## config.mk

```make
export PLATFORM = sky130hd
export DESIGN_NAME = clk_reset_seq
export DESIGN_NICKNAME = d
export VERILOG_FILES = /design/src/rtl/clk_reset_seq.sv
export SDC_FILE = /design/constraint.sdc
export NUM_CORES = 1
export LEC_CHECK = 0
export CAP_MARGIN = 20
export CORE_UTILIZATION = 50
export CTS_CLUSTER_SIZE = 24
export DETAILED_ROUTE_END_ITERATION = 8
export PLACE_DENSITY = 0.72
export SLEW_MARGIN = 40
export SYNTH_ARGS = -nofsm -noshare
export SYNTH_HDL_FRONTEND = slang
export SYNTH_SLANG_ARGS = --single-unit
```

## constraint.sdc

```tcl
create_clock -name clk -period 1.5 [get_ports clk]
set_input_delay 0.3 -clock clk [delete_from_list [all_inputs] [get_ports clk]]
set_output_delay 0.3 -clock clk [all_outputs]
set_load 0.05 [all_outputs]
```

## src/rtl/clk_reset_seq.sv

```systemverilog
// Staged reset sequencer: waits for a stable PLL lock, then releases the
// peripheral reset before the core reset. Option: CLK_RESET_SEQ_LOSS_CNT_EN.
module clk_reset_seq #(
  parameter int STABLE_CYCLES = 1024,
  parameter int STAGE_GAP     = 16
) (
  input  logic       clk,
  input  logic       reset,
  input  logic       locked_in,
  input  logic       sw_rst_req,
  output logic       rst_periph,
  output logic       rst_core,
  output logic       sys_ready
`ifdef CLK_RESET_SEQ_LOSS_CNT_EN
  ,
  output logic [7:0] lock_loss_count
`endif
);

  typedef enum logic [2:0] {
    WAIT_LOCK  = 3'd0,
    STABLE     = 3'd1,
    REL_PERIPH = 3'd2,
    RUN        = 3'd3,
    SW_HOLD    = 3'd4
  } state_t;

  localparam logic [15:0] STABLE_LAST = 16'(STABLE_CYCLES - 1);
  localparam logic [15:0] GAP_LAST    = 16'(STAGE_GAP - 1);

  state_t      state;
  state_t      state_n;
  logic [15:0] cnt;
  logic [15:0] cnt_n;
  logic        sync1;
  logic        locked_s;

  // Two-flop synchroniser for the asynchronous PLL lock.
  always_ff @(posedge clk) begin
    if (reset) begin
      sync1    <= 1'b0;
      locked_s <= 1'b0;
    end else begin
      sync1    <= locked_in;
      locked_s <= sync1;
    end
  end

  // State, counter and outputs decoded from the next state.
  always_ff @(posedge clk) begin
    if (reset) begin
      state      <= WAIT_LOCK;
      cnt        <= 16'd0;
      rst_periph <= 1'b1;
      rst_core   <= 1'b1;
      sys_ready  <= 1'b0;
    end else begin
      state      <= state_n;
      cnt        <= cnt_n;
      rst_periph <= !(state_n == REL_PERIPH || state_n == RUN);
      rst_core   <= (state_n != RUN);
      sys_ready  <= (state_n == RUN);
    end
  end

  // Next-state logic; lock loss always takes priority.
  always_comb begin
    state_n = state;
    cnt_n   = cnt;
    unique case (state)
      WAIT_LOCK: begin
        cnt_n = 16'd0;
        if (locked_s) state_n = STABLE;
      end
      STABLE: begin
        if (!locked_s) begin
          state_n = WAIT_LOCK;
          cnt_n   = 16'd0;
        end else if (cnt == STABLE_LAST) begin
          state_n = REL_PERIPH;
          cnt_n   = 16'd0;
        end else begin
          cnt_n = cnt + 16'd1;
        end
      end
      REL_PERIPH: begin
        if (!locked_s) begin
          state_n = WAIT_LOCK;
          cnt_n   = 16'd0;
        end else if (cnt == GAP_LAST) begin
          state_n = RUN;
          cnt_n   = 16'd0;
        end else begin
          cnt_n = cnt + 16'd1;
        end
      end
      RUN: begin
        cnt_n = 16'd0;
        if (!locked_s) state_n = WAIT_LOCK;
        else if (sw_rst_req) state_n = SW_HOLD;
      end
      SW_HOLD: begin
        if (!locked_s) begin
          state_n = WAIT_LOCK;
          cnt_n   = 16'd0;
        end else if (cnt == GAP_LAST) begin
          state_n = STABLE;
          cnt_n   = 16'd0;
        end else begin
          cnt_n = cnt + 16'd1;
        end
      end
      default: begin
        state_n = WAIT_LOCK;
        cnt_n   = 16'd0;
      end
    endcase
  end

`ifdef CLK_RESET_SEQ_LOSS_CNT_EN
  logic loss;

  assign loss = !locked_s &&
    (state == REL_PERIPH || state == RUN || state == SW_HOLD);

  // Saturating count of lock losses after the peripherals were released.
  always_ff @(posedge clk) begin
    if (reset)
      lock_loss_count <= 8'd0;
    else if (loss && lock_loss_count != 8'hFF)
      lock_loss_count <= lock_loss_count + 8'd1;
  end
`endif

endmodule

```

==> results of run 1 <==
## cells by family after synthesis
group / Yosys count
adder cells (fa/ha/maj): 1
buffers and inverters: 7
flip-flops: 24
AO/OA/AOI/OAI: 28
AND/OR/NAND/NOR: 44
XOR/XNOR: 13
## repair_timing
action | 4_1_cts | 5_1_grt
resized for setup | 16 | 8
setup buffers | 1 | 2
setup endpoints to repair | 19 | 19
pin swaps | 6 | 5
gates cloned | 0 | 0
## worst max-delay path by stage
stage	from	endpoint	cells after the start
2_1_floorplan	cnt[0]	cnt[6]	6
3_3_place_gp	reset	cnt[15]	5
3_5_place_dp	reset	cnt[15]	5
4_1_cts	cnt[0]	cnt[15]	7
5_1_grt	cnt[0]	cnt[14]	6
6_report	cnt[0]	cnt[14]	6
## per-stage QoR
| step | TNS (ps) | std cells | cell area (µm²) |
|---|---|---|---|
| global route | -1340 | 182 | 1570 |
| floorplan | -12.5 | 117 | 1100 |
| detailed placement | -3360 | 176 | 1430 |
| global placement | -2410 | 176 | 1430 |
| CTS | -22.1 | 180 | 1520 |
| finish | -101 | 182 | 1570 |
## cell usage in the layout (no fill, tap or decap), types with 4 or more instances in the layout
cell,synthesis,final
dfxtp_1,24,13
nand3_1,9,6
a21oi_1,17,17
nand4_1,4,4
nor2_1,4,4
buf_4,0,31
xor2_1,4,4
xnor2_1,9,9
dfxtp_2,0,10
nor2b_1,5,5
nand2_1,6,5
## state kept, by name, indices dropped and copies added (netlist names)
signal      flops
sys_ready       1
locked_s        1
cnt            16
state           3
rst_core        1
sync1           1
rst_periph      1
## routing by layer
layer	vias up	global-route usage, %	share of wire [%]
li1	505	-	-
met1	494	29.0	43
met2	28	43.3	53
met3	4	2.83	2.9
met4	0	7.35	0.94
met5	-	0	0
## layout make-up
type / count / area (µm²) / area share (%)
well taps: 27 / 33.8 / 2.15
multi-input cells: 86 / 661 / 42.1
flip-flops and latches: 24 / 497 / 31.6
repair buffers: 39 / 345 / 22.0
inverters: 3 / 11.3 / 0.717
clock buffers: 3 / 22.5 / 1.43
## where the power goes
| part | internal [mW] | total [mW] | switching [mW] |
|---|---|---|---|
| Sequential | 0.638 | 0.640 | 0.00189 |
| Clock | 0.0938 | 0.280 | 0.186 |
| Combinational | 0.0136 | 0.0205 | 0.00685 |
## worst max-delay path, delay by kind of cell, from the launching register on
kind | cells | cell delay, ps
fa+ha+maj | 1 | 170
buf+inv | 2 | 300
compound gates | 2 | 480
simple gates | 1 | 120
flops | 1 | 350
==> impl_metrics.env, run 1 <==
export IMPL_synth_edf_count=0
export IMPL_final_antenna_net_count=0
export IMPL_rsz0062_at_grt="yes"
export IMPL_min_to="locked_s"
export IMPL_yosysTopAreaCell="dfxtp_1"
export IMPL_crit_chain="ha_1 -> buf_4 -> nand3_2 -> buf_4 -> o31ai_1 -> a22oi_2"
export IMPL_port_buffers=6
export IMPL_syn_area_um2=1090
export IMPL_crit_required_ps=1680
export IMPL_cts_sinks=24
export IMPL_cpPeakStageDelay_ps=390
export IMPL_hp_class="flip-flop to flip-flop"
export IMPL_cts_tree="done"
export IMPL_endpoint_kind="flip-flop"
export IMPL_peakVddDrop_mv=0.672
export IMPL_die_w_um=48.6
export IMPL_synth_mux_area_share_pct=0
export IMPL_period_minus_slack_ps=1560
export IMPL_synth_common_cells="24 x dfxtp_1, 17 x a21oi_1, 9 x nand3_1, 9 x xnor2_1, 6 x nand2_1"
export IMPL_synth_xor_area_share_pct=10.5
export IMPL_r2r_end="cnt[14]"
export IMPL_rows=16
export IMPL_min_period_over_period_pct=104
export IMPL_yosys_area_share_simple_pct=24.7
export IMPL_leakagePower_nw=0.584
export IMPL_r2r_slack_ps=-60
export IMPL_synth_top_family_by_area="simple AND/OR/NAND/NOR gates"
export IMPL_finalPower_mw=0.941
export IMPL_async_reset_ff_share_pct=0
export IMPL_yosys_warnings=0
export IMPL_ctsHoldBuffers=0
export IMPL_first_pass_iters=5
export IMPL_crit_fanout=4
export IMPL_gp_congestion=0.877
export IMPL_gr_usage_all_layers_pct=23.9
export IMPL_io_pins=7
export IMPL_grt_pass1_vias=1026
export IMPL_rr_worst_depth=6
export IMPL_hold_path_depth=1
export IMPL_hold_viol_final=0
export IMPL_area_growth_synth_to_final_pct=44.4
export IMPL_clkLatencyLatePin_ps=310
export IMPL_final_util_pct=78.4
export IMPL_crit_path_start_kind="flip-flop"
export IMPL_start_util_pct=54.3
export IMPL_slowest_stage="o31ai_1"
export IMPL_tightest_slew_ps=396
export IMPL_drt_wl_total_mm=2.88
export IMPL_cap_violations=0
export IMPL_powerDensity_nw_per_um2=599
export IMPL_criticalPathCategory="flip-flop to flip-flop"
export IMPL_clockRootBuffer="clkbuf_4"
export IMPL_setup_viol_count_final=3
export IMPL_netlist_instances=117
export IMPL_grt_pass1_wl_mm=4.40
export IMPL_fillers=139
export IMPL_synth_compound_area_share_pct=16.8
export IMPL_dp_hpwl_mm=1.89
export IMPL_maxSlewViolCount=0
export IMPL_dieArea_um2=2360
export IMPL_drive_gt1_share_pct=43.2
export IMPL_cts_made_buffers=3
export IMPL_dp_slack_ps=-231
export IMPL_clock_fmax_ghz=0.643
export IMPL_h_tree_depth=1
export IMPL_synth_most_common_cell="dfxtp_1"
export IMPL_nets=162
export IMPL_drc=0
export IMPL_vias=1031
export IMPL_cpMostUsedCell="buf_4"
export IMPL_netlist_top_cells_area="dfxtp_1 44%, a21oi_1 7.8%, xnor2_1 7.2%"
export IMPL_cp_data_arrival_time_ps=1740
export IMPL_num_antenna_cells=0
export IMPL_synth_seq_cells=24
export IMPL_clock_skew_ps=5.05
export IMPL_ys_types=33
export IMPL_grt_max_degree=17
export IMPL_synth_top_area_share_pct=44.2
export IMPL_fin_ws_ps=-55.7
export IMPL_ys_flop_type="dfxtp_1"
export IMPL_wire_per_inst_um=15.8
export IMPL_syn_nets=122
export IMPL_clkTransAtPathRegs_ps=130
export IMPL_r2r_start="cnt[0]"
export IMPL_route_detailed_vias_per_inst=5.66
export IMPL_antenna_found_initial=0
export IMPL_synthAdderAreaFrac_pct=1.15
export IMPL_gr_total_overflow=0
export IMPL_failed_checks="setup timing"
export IMPL_core_um2=2000
export IMPL_hold_slack_ps=459
export IMPL_min_from="sync1"
export IMPL_yosysSeqAreaShare_pct=44.2
export IMPL_clockBufferDepth=2
export IMPL_fp_dieH_um=48.6
export IMPL_slew_headroom_pct=73.4
export IMPL_status="finished, violations left"
export IMPL_avgSynthCellArea_um2=9.29
export IMPL_drtIter0Drc=32
No activity file was read; power rests on OpenSTA's default activity.
==> run 2: changes to the inputs <==
--- a/config.mk
+++ b/config.mk
@@ -6,10 +6,10 @@
 export NUM_CORES = 1
 export LEC_CHECK = 0
 export CAP_MARGIN = 20
-export CORE_UTILIZATION = 50
+export CORE_UTILIZATION = 38
 export CTS_CLUSTER_SIZE = 24
 export DETAILED_ROUTE_END_ITERATION = 8
-export PLACE_DENSITY = 0.72
+export PLACE_DENSITY = 0.57
 export SLEW_MARGIN = 40
 export SYNTH_ARGS = -nofsm -noshare
 export SYNTH_HDL_FRONTEND = slang
==> constraint.sdc (replaced) <==
create_clock -name clk -period 2 [get_ports clk]
set_input_delay 0.4 -clock clk [delete_from_list [all_inputs] [get_ports clk]]
set_output_delay 0.4 -clock clk [all_outputs]
set_load 0.05 [all_outputs]
==> run 2 against run 1 <==
  * The flow now finishes without violations
  * First-iteration DRC count shrank 53%
  * Sequential share of layout area grew 7.5 points
  * Non-clock buffer count shrank 30
  * Count of clock-buffer cells in the layout grew 1
  * Sequential cell count is the same
  * Register-to-register slack gained 380 ps
  * Clock power shrank 8.9%
  * Clock skew shrank 2.9 ps
  * Critical path depth shrank 5
==> impl_metrics.env, run 2 (same netlist as run 1, synthesis figures left out) <==
export IMPL_status="finished clean"
export IMPL_gp_congestion=0.777
export IMPL_h_tree_depth=1
export IMPL_fin_ws_ps=150
export IMPL_dp_slack_ps=148
export IMPL_most_common_layout_cells="24 x dfxtp_1, 17 x a21oi_1, 9 x nand3_1, 9 x xnor2_1"
export IMPL_cts_setup_buffers=0
export IMPL_slowest_stage="clkdlybuf4s50_1"
export IMPL_cts_made_buffers=3
export IMPL_grt_pass1_wl_mm=3.57
export IMPL_multi_input_area_um2=578
export IMPL_layout_cells_most_common="dfxtp_1"
export IMPL_ctsHoldBuffers=0
export IMPL_io_pins=7
export IMPL_cap_violations=0
export IMPL_clock_fmax_ghz=0.541
export IMPL_cpPeakStageDelay_ps=800
export IMPL_drtIter0Drc=15
export IMPL_hold_viol_final=0
export IMPL_cp_top_family="buffers and inverters"
export IMPL_slew_headroom_pct=66.8
export IMPL_largest_register_ffs=16
export IMPL_cts_sinks=24
export IMPL_final_util_pct=44.9
export IMPL_endpoint_kind="primary output"
export IMPL_drive_gt1_share_pct=10.3
export IMPL_first_pass_iters=4
export IMPL_dieArea_um2=3080
export IMPL_tightest_slew_ps=496
export IMPL_leakagePower_nw=0.386
export IMPL_fillers=273
export IMPL_rows=19
export IMPL_antenna_found_initial=0
export IMPL_clkLatencyLatePin_ps=310
export IMPL_die_w_um=55.5
export IMPL_hold_slack_ps=460
export IMPL_clockBufferDepth=2
export IMPL_port_buffers=6
export IMPL_drc=0
export IMPL_wire_per_inst_um=13.0
export IMPL_start_util_pct=39.8
export IMPL_period_minus_slack_ps=1850
export IMPL_area_growth_synth_to_final_pct=12.9
export IMPL_grt_pass1_vias=833
export IMPL_setup_viol_count_final=0
export IMPL_path_buf_inv=1
export IMPL_criticalPathCategory="flip-flop to primary output"
export IMPL_route_detailed_vias_per_inst=5.50
export IMPL_clkTransAtPathRegs_ps=130
export IMPL_gr_total_overflow=0
export IMPL_regArea_um2=480
export IMPL_reg_largest_list="cnt x16, state x3"
export IMPL_fin_tns_setup_ps=0
export IMPL_fp_dieH_um=55.5
export IMPL_vias=864
export IMPL_cts_resized=0
export IMPL_num_antenna_cells=0
export IMPL_cts_tree="done"
export IMPL_clockRootBuffer="clkbuf_4"
export IMPL_final_antenna_net_count=0
export IMPL_drt_wl_total_mm=2.05
export IMPL_cp_data_arrival_time_ps=1450
export IMPL_min_period_over_period_pct=92.5
export IMPL_nets=132
export IMPL_crit_chain="clkdlybuf4s50_1"
export IMPL_crit_path_start_kind="flip-flop"
export IMPL_largest_register="cnt"
export IMPL_powerDensity_nw_per_um2=611
export IMPL_maxSlewViolCount=0
export IMPL_rsz0062_at_grt="no"
export IMPL_hp_class="flip-flop to flip-flop"
export IMPL_clock_skew_ps=2.13
export IMPL_grt_max_degree=17
export IMPL_peakVddDrop_mv=0.380
export IMPL_dp_hpwl_mm=1.44
export IMPL_crit_required_ps=1600
export IMPL_gr_usage_all_layers_pct=14.4
export IMPL_crit_fanout=1
export IMPL_core_um2=2730
run 2: changes by cell type in the layout (fill, tap and decap cells not counted), sizes merged:
cell,change
clkdlybuf4s50,+3
buf,-33
clkbuf,+1
run 2: final cells by class:
cell class | instances | area share, %
Multi-Input combinational cell | 86 | 47.1
Timing Repair Buffer | 9 | 6.73
Inverter | 3 | 0.917
Sequential cell | 24 | 39.1
Tap cell | 31 | 3.16
Clock buffer | 4 | 2.96
run 2: report_power, final:
part / internal, mW / switching [mW] / total [mW]
combinational: 0.00835 / 0.00457 / 0.0129
sequential: 0.480 / 0.00137 / 0.482
clock: 0.111 / 0.144 / 0.255
total: 0.600 / 0.150 / 0.750
run 2: final timing paths:
path         startpoint   endpoint  slack [ps]  depth (start not counted)
max reg2reg      cnt[0]   state[0]         320                          5
max           sys_ready  sys_ready         150                          1
min reg2reg       sync1   locked_s         460                          1
min               sync1   locked_s         460                          1
run 2: metal layers:
layer	global-route usage, %	wire length, µm
met5	0	0
met4	6.43	19
met3	2.11	31
met2	24.1	958
met1	18.4	1040
run 2: metrics by stage:
step | total power, mW | instance area (µm²) | std cells
detailed placement | 0.506 | 1190 | 153
global route | 0.776 | 1230 | 157
CTS | 0.757 | 1230 | 157
floorplan | 0.497 | 1090 | 117
finish | 0.750 | 1230 | 157
global placement | 0.505 | 1190 | 153
==> run 3: changes to the inputs <==
--- a/config.mk
+++ b/config.mk
@@ -7,9 +7,9 @@
 export LEC_CHECK = 0
 export CAP_MARGIN = 20
 export CORE_UTILIZATION = 38
-export CTS_CLUSTER_SIZE = 24
 export DETAILED_ROUTE_END_ITERATION = 8
 export PLACE_DENSITY = 0.57
+export RECOVER_POWER = 100
 export SLEW_MARGIN = 40
 export SYNTH_ARGS = -nofsm -noshare
 export SYNTH_HDL_FRONTEND = slang
==> run 3 against run 2 <==
  * Cell area is 0.20% lower
  * Fmax down 3.2%
  * Global-route usage unchanged
  * Worst hold slack barely moved
  * Critical endpoint is now rst_periph
  * Critical path depth unchanged
  * Highest routed layer unchanged
  * Final cell count did not move
  * Largest cell class unchanged
==> impl_metrics.env, run 3 (same netlist as run 1, synthesis figures left out) <==
export IMPL_reg_largest_list="cnt x16, state x3"
export IMPL_port_buffers=6
export IMPL_criticalPathCategory="flip-flop to primary output"
export IMPL_dp_hpwl_mm=1.44
export IMPL_io_pins=7
export IMPL_die_w_um=55.5
export IMPL_drc=0
export IMPL_grt_pass1_wl_mm=3.57
export IMPL_antenna_found_initial=0
export IMPL_crit_chain="dlygate4sd3_1"
export IMPL_h_tree_depth=1
export IMPL_clock_fmax_ghz=0.524
export IMPL_stdcell_count=157
export IMPL_dp_slack_ps=148
export IMPL_slowest_stage="dlygate4sd3_1"
export IMPL_num_antenna_cells=0
export IMPL_slew_headroom_pct=66.4
export IMPL_powerDensity_nw_per_um2=612
export IMPL_path_buf_inv=1
export IMPL_drtIter0Drc=15
export IMPL_gp_congestion=0.777
export IMPL_tightest_slew_ps=502
export IMPL_final_antenna_net_count=0
export IMPL_clockBufferDepth=2
export IMPL_grt_pass1_vias=833
export IMPL_area_growth_synth_to_final_pct=12.7
export IMPL_layout_cells_most_common="dfxtp_1"
export IMPL_cts_made_buffers=3
export IMPL_maxSlewViolCount=0
export IMPL_start_util_pct=39.8
export IMPL_cp_top_family="buffers and inverters"
export IMPL_first_pass_iters=4
export IMPL_clock_skew_ps=2.05
export IMPL_cpPeakStageDelay_ps=870
export IMPL_min_period_over_period_pct=95.5
export IMPL_leakagePower_nw=0.380
export IMPL_rows=19
export IMPL_clkTransAtPathRegs_ps=130
export IMPL_cts_resized=0
export IMPL_hp_class="flip-flop to flip-flop"
export IMPL_gr_usage_all_layers_pct=14.4
export IMPL_core_um2=2730
export IMPL_clockRootBuffer="clkbuf_4"
export IMPL_largest_register="cnt"
export IMPL_cp_data_arrival_time_ps=1510
export IMPL_route_detailed_vias_per_inst=5.48
export IMPL_period_minus_slack_ps=1910
export IMPL_clkLatencyLatePin_ps=310
export IMPL_fin_ws_ps=89.9
export IMPL_fp_dieH_um=55.5
export IMPL_crit_path_start_kind="flip-flop"
export IMPL_ctsHoldBuffers=0
export IMPL_nets=132
export IMPL_largest_register_ffs=16
export IMPL_drive_gt1_share_pct=10.3
export IMPL_endpoint_kind="primary output"
export IMPL_hold_viol_final=0
export IMPL_cts_sinks=24
export IMPL_drt_wl_total_mm=2.05
export IMPL_cts_setup_buffers=0
export IMPL_crit_fanout=1
export IMPL_cts_tree="done"
export IMPL_peakVddDrop_mv=0.380
export IMPL_most_common_layout_cells="24 x dfxtp_1, 17 x a21oi_1, 9 x nand3_1, 9 x xnor2_1, 6 x nand2_1"
export IMPL_vias=860
export IMPL_rsz0062_at_grt="no"
export IMPL_dp_cells=153
export IMPL_grt_max_degree=17
export IMPL_dieArea_um2=3080
export IMPL_gr_total_overflow=0
export IMPL_crit_required_ps=1600
export IMPL_fin_tns_setup_ps=0
export IMPL_cap_violations=0
export IMPL_wire_per_inst_um=13.0
export IMPL_status="finished clean"
export IMPL_setup_viol_count_final=0
run 3: changes by cell type in the layout (fill, tap and decap cells not counted), sizes merged:
cell	before	now
clkdlybuf4s50	6	3
dlygate4sd3	0	3
buf	3	2
clkbuf	4	5
run 3: layer usage:
layer	vias to the layer above	track usage (%)	wire length, µm
met3	2	2.11	30
met4	0	6.43	19
met5	-	0	0
li1	444	-	-
met1	407	18.4	1040
met2	7	24.1	956
run 3: report_power, final:
| group | internal (mW) | switching (mW) |
|---|---|---|
| Clock | 0.111 | 0.144 |
| Sequential | 0.480 | 0.00137 |
| Combinational | 0.00791 | 0.00459 |
run 3: final cells by class:
class                   count  area (µm²)
repair buffers              9        80.1
inverters                   3        11.3
flip-flops and latches     24         480
well taps                  31        38.8
clock buffers               4        36.3
multi-input cells          86         578
fillers                   274        1510
run 3: through the flow:
step / util (%) / instance area, µm² / total power [mW] / hold WS, ps
after floorplan: - / 1090 / 0.497 / 414
after global placement: 43.6 / 1190 / 0.505 / 434
after detailed placement: 43.6 / 1190 / 0.506 / 437
after CTS: 44.9 / 1230 / 0.757 / 461
after global routing: 44.8 / 1220 / 0.776 / 481
final: 44.8 / 1220 / 0.749 / 460
run 3: path summary, 6_finish.rpt:
path              startpoint  depth (start not counted)         end  slack (ps)
hold reg to reg        sync1                          1    locked_s         460
setup reg to reg      cnt[0]                          6      cnt[1]         220
setup / recovery  rst_periph                          1  rst_periph          90
hold / removal         sync1                          1    locked_s         460
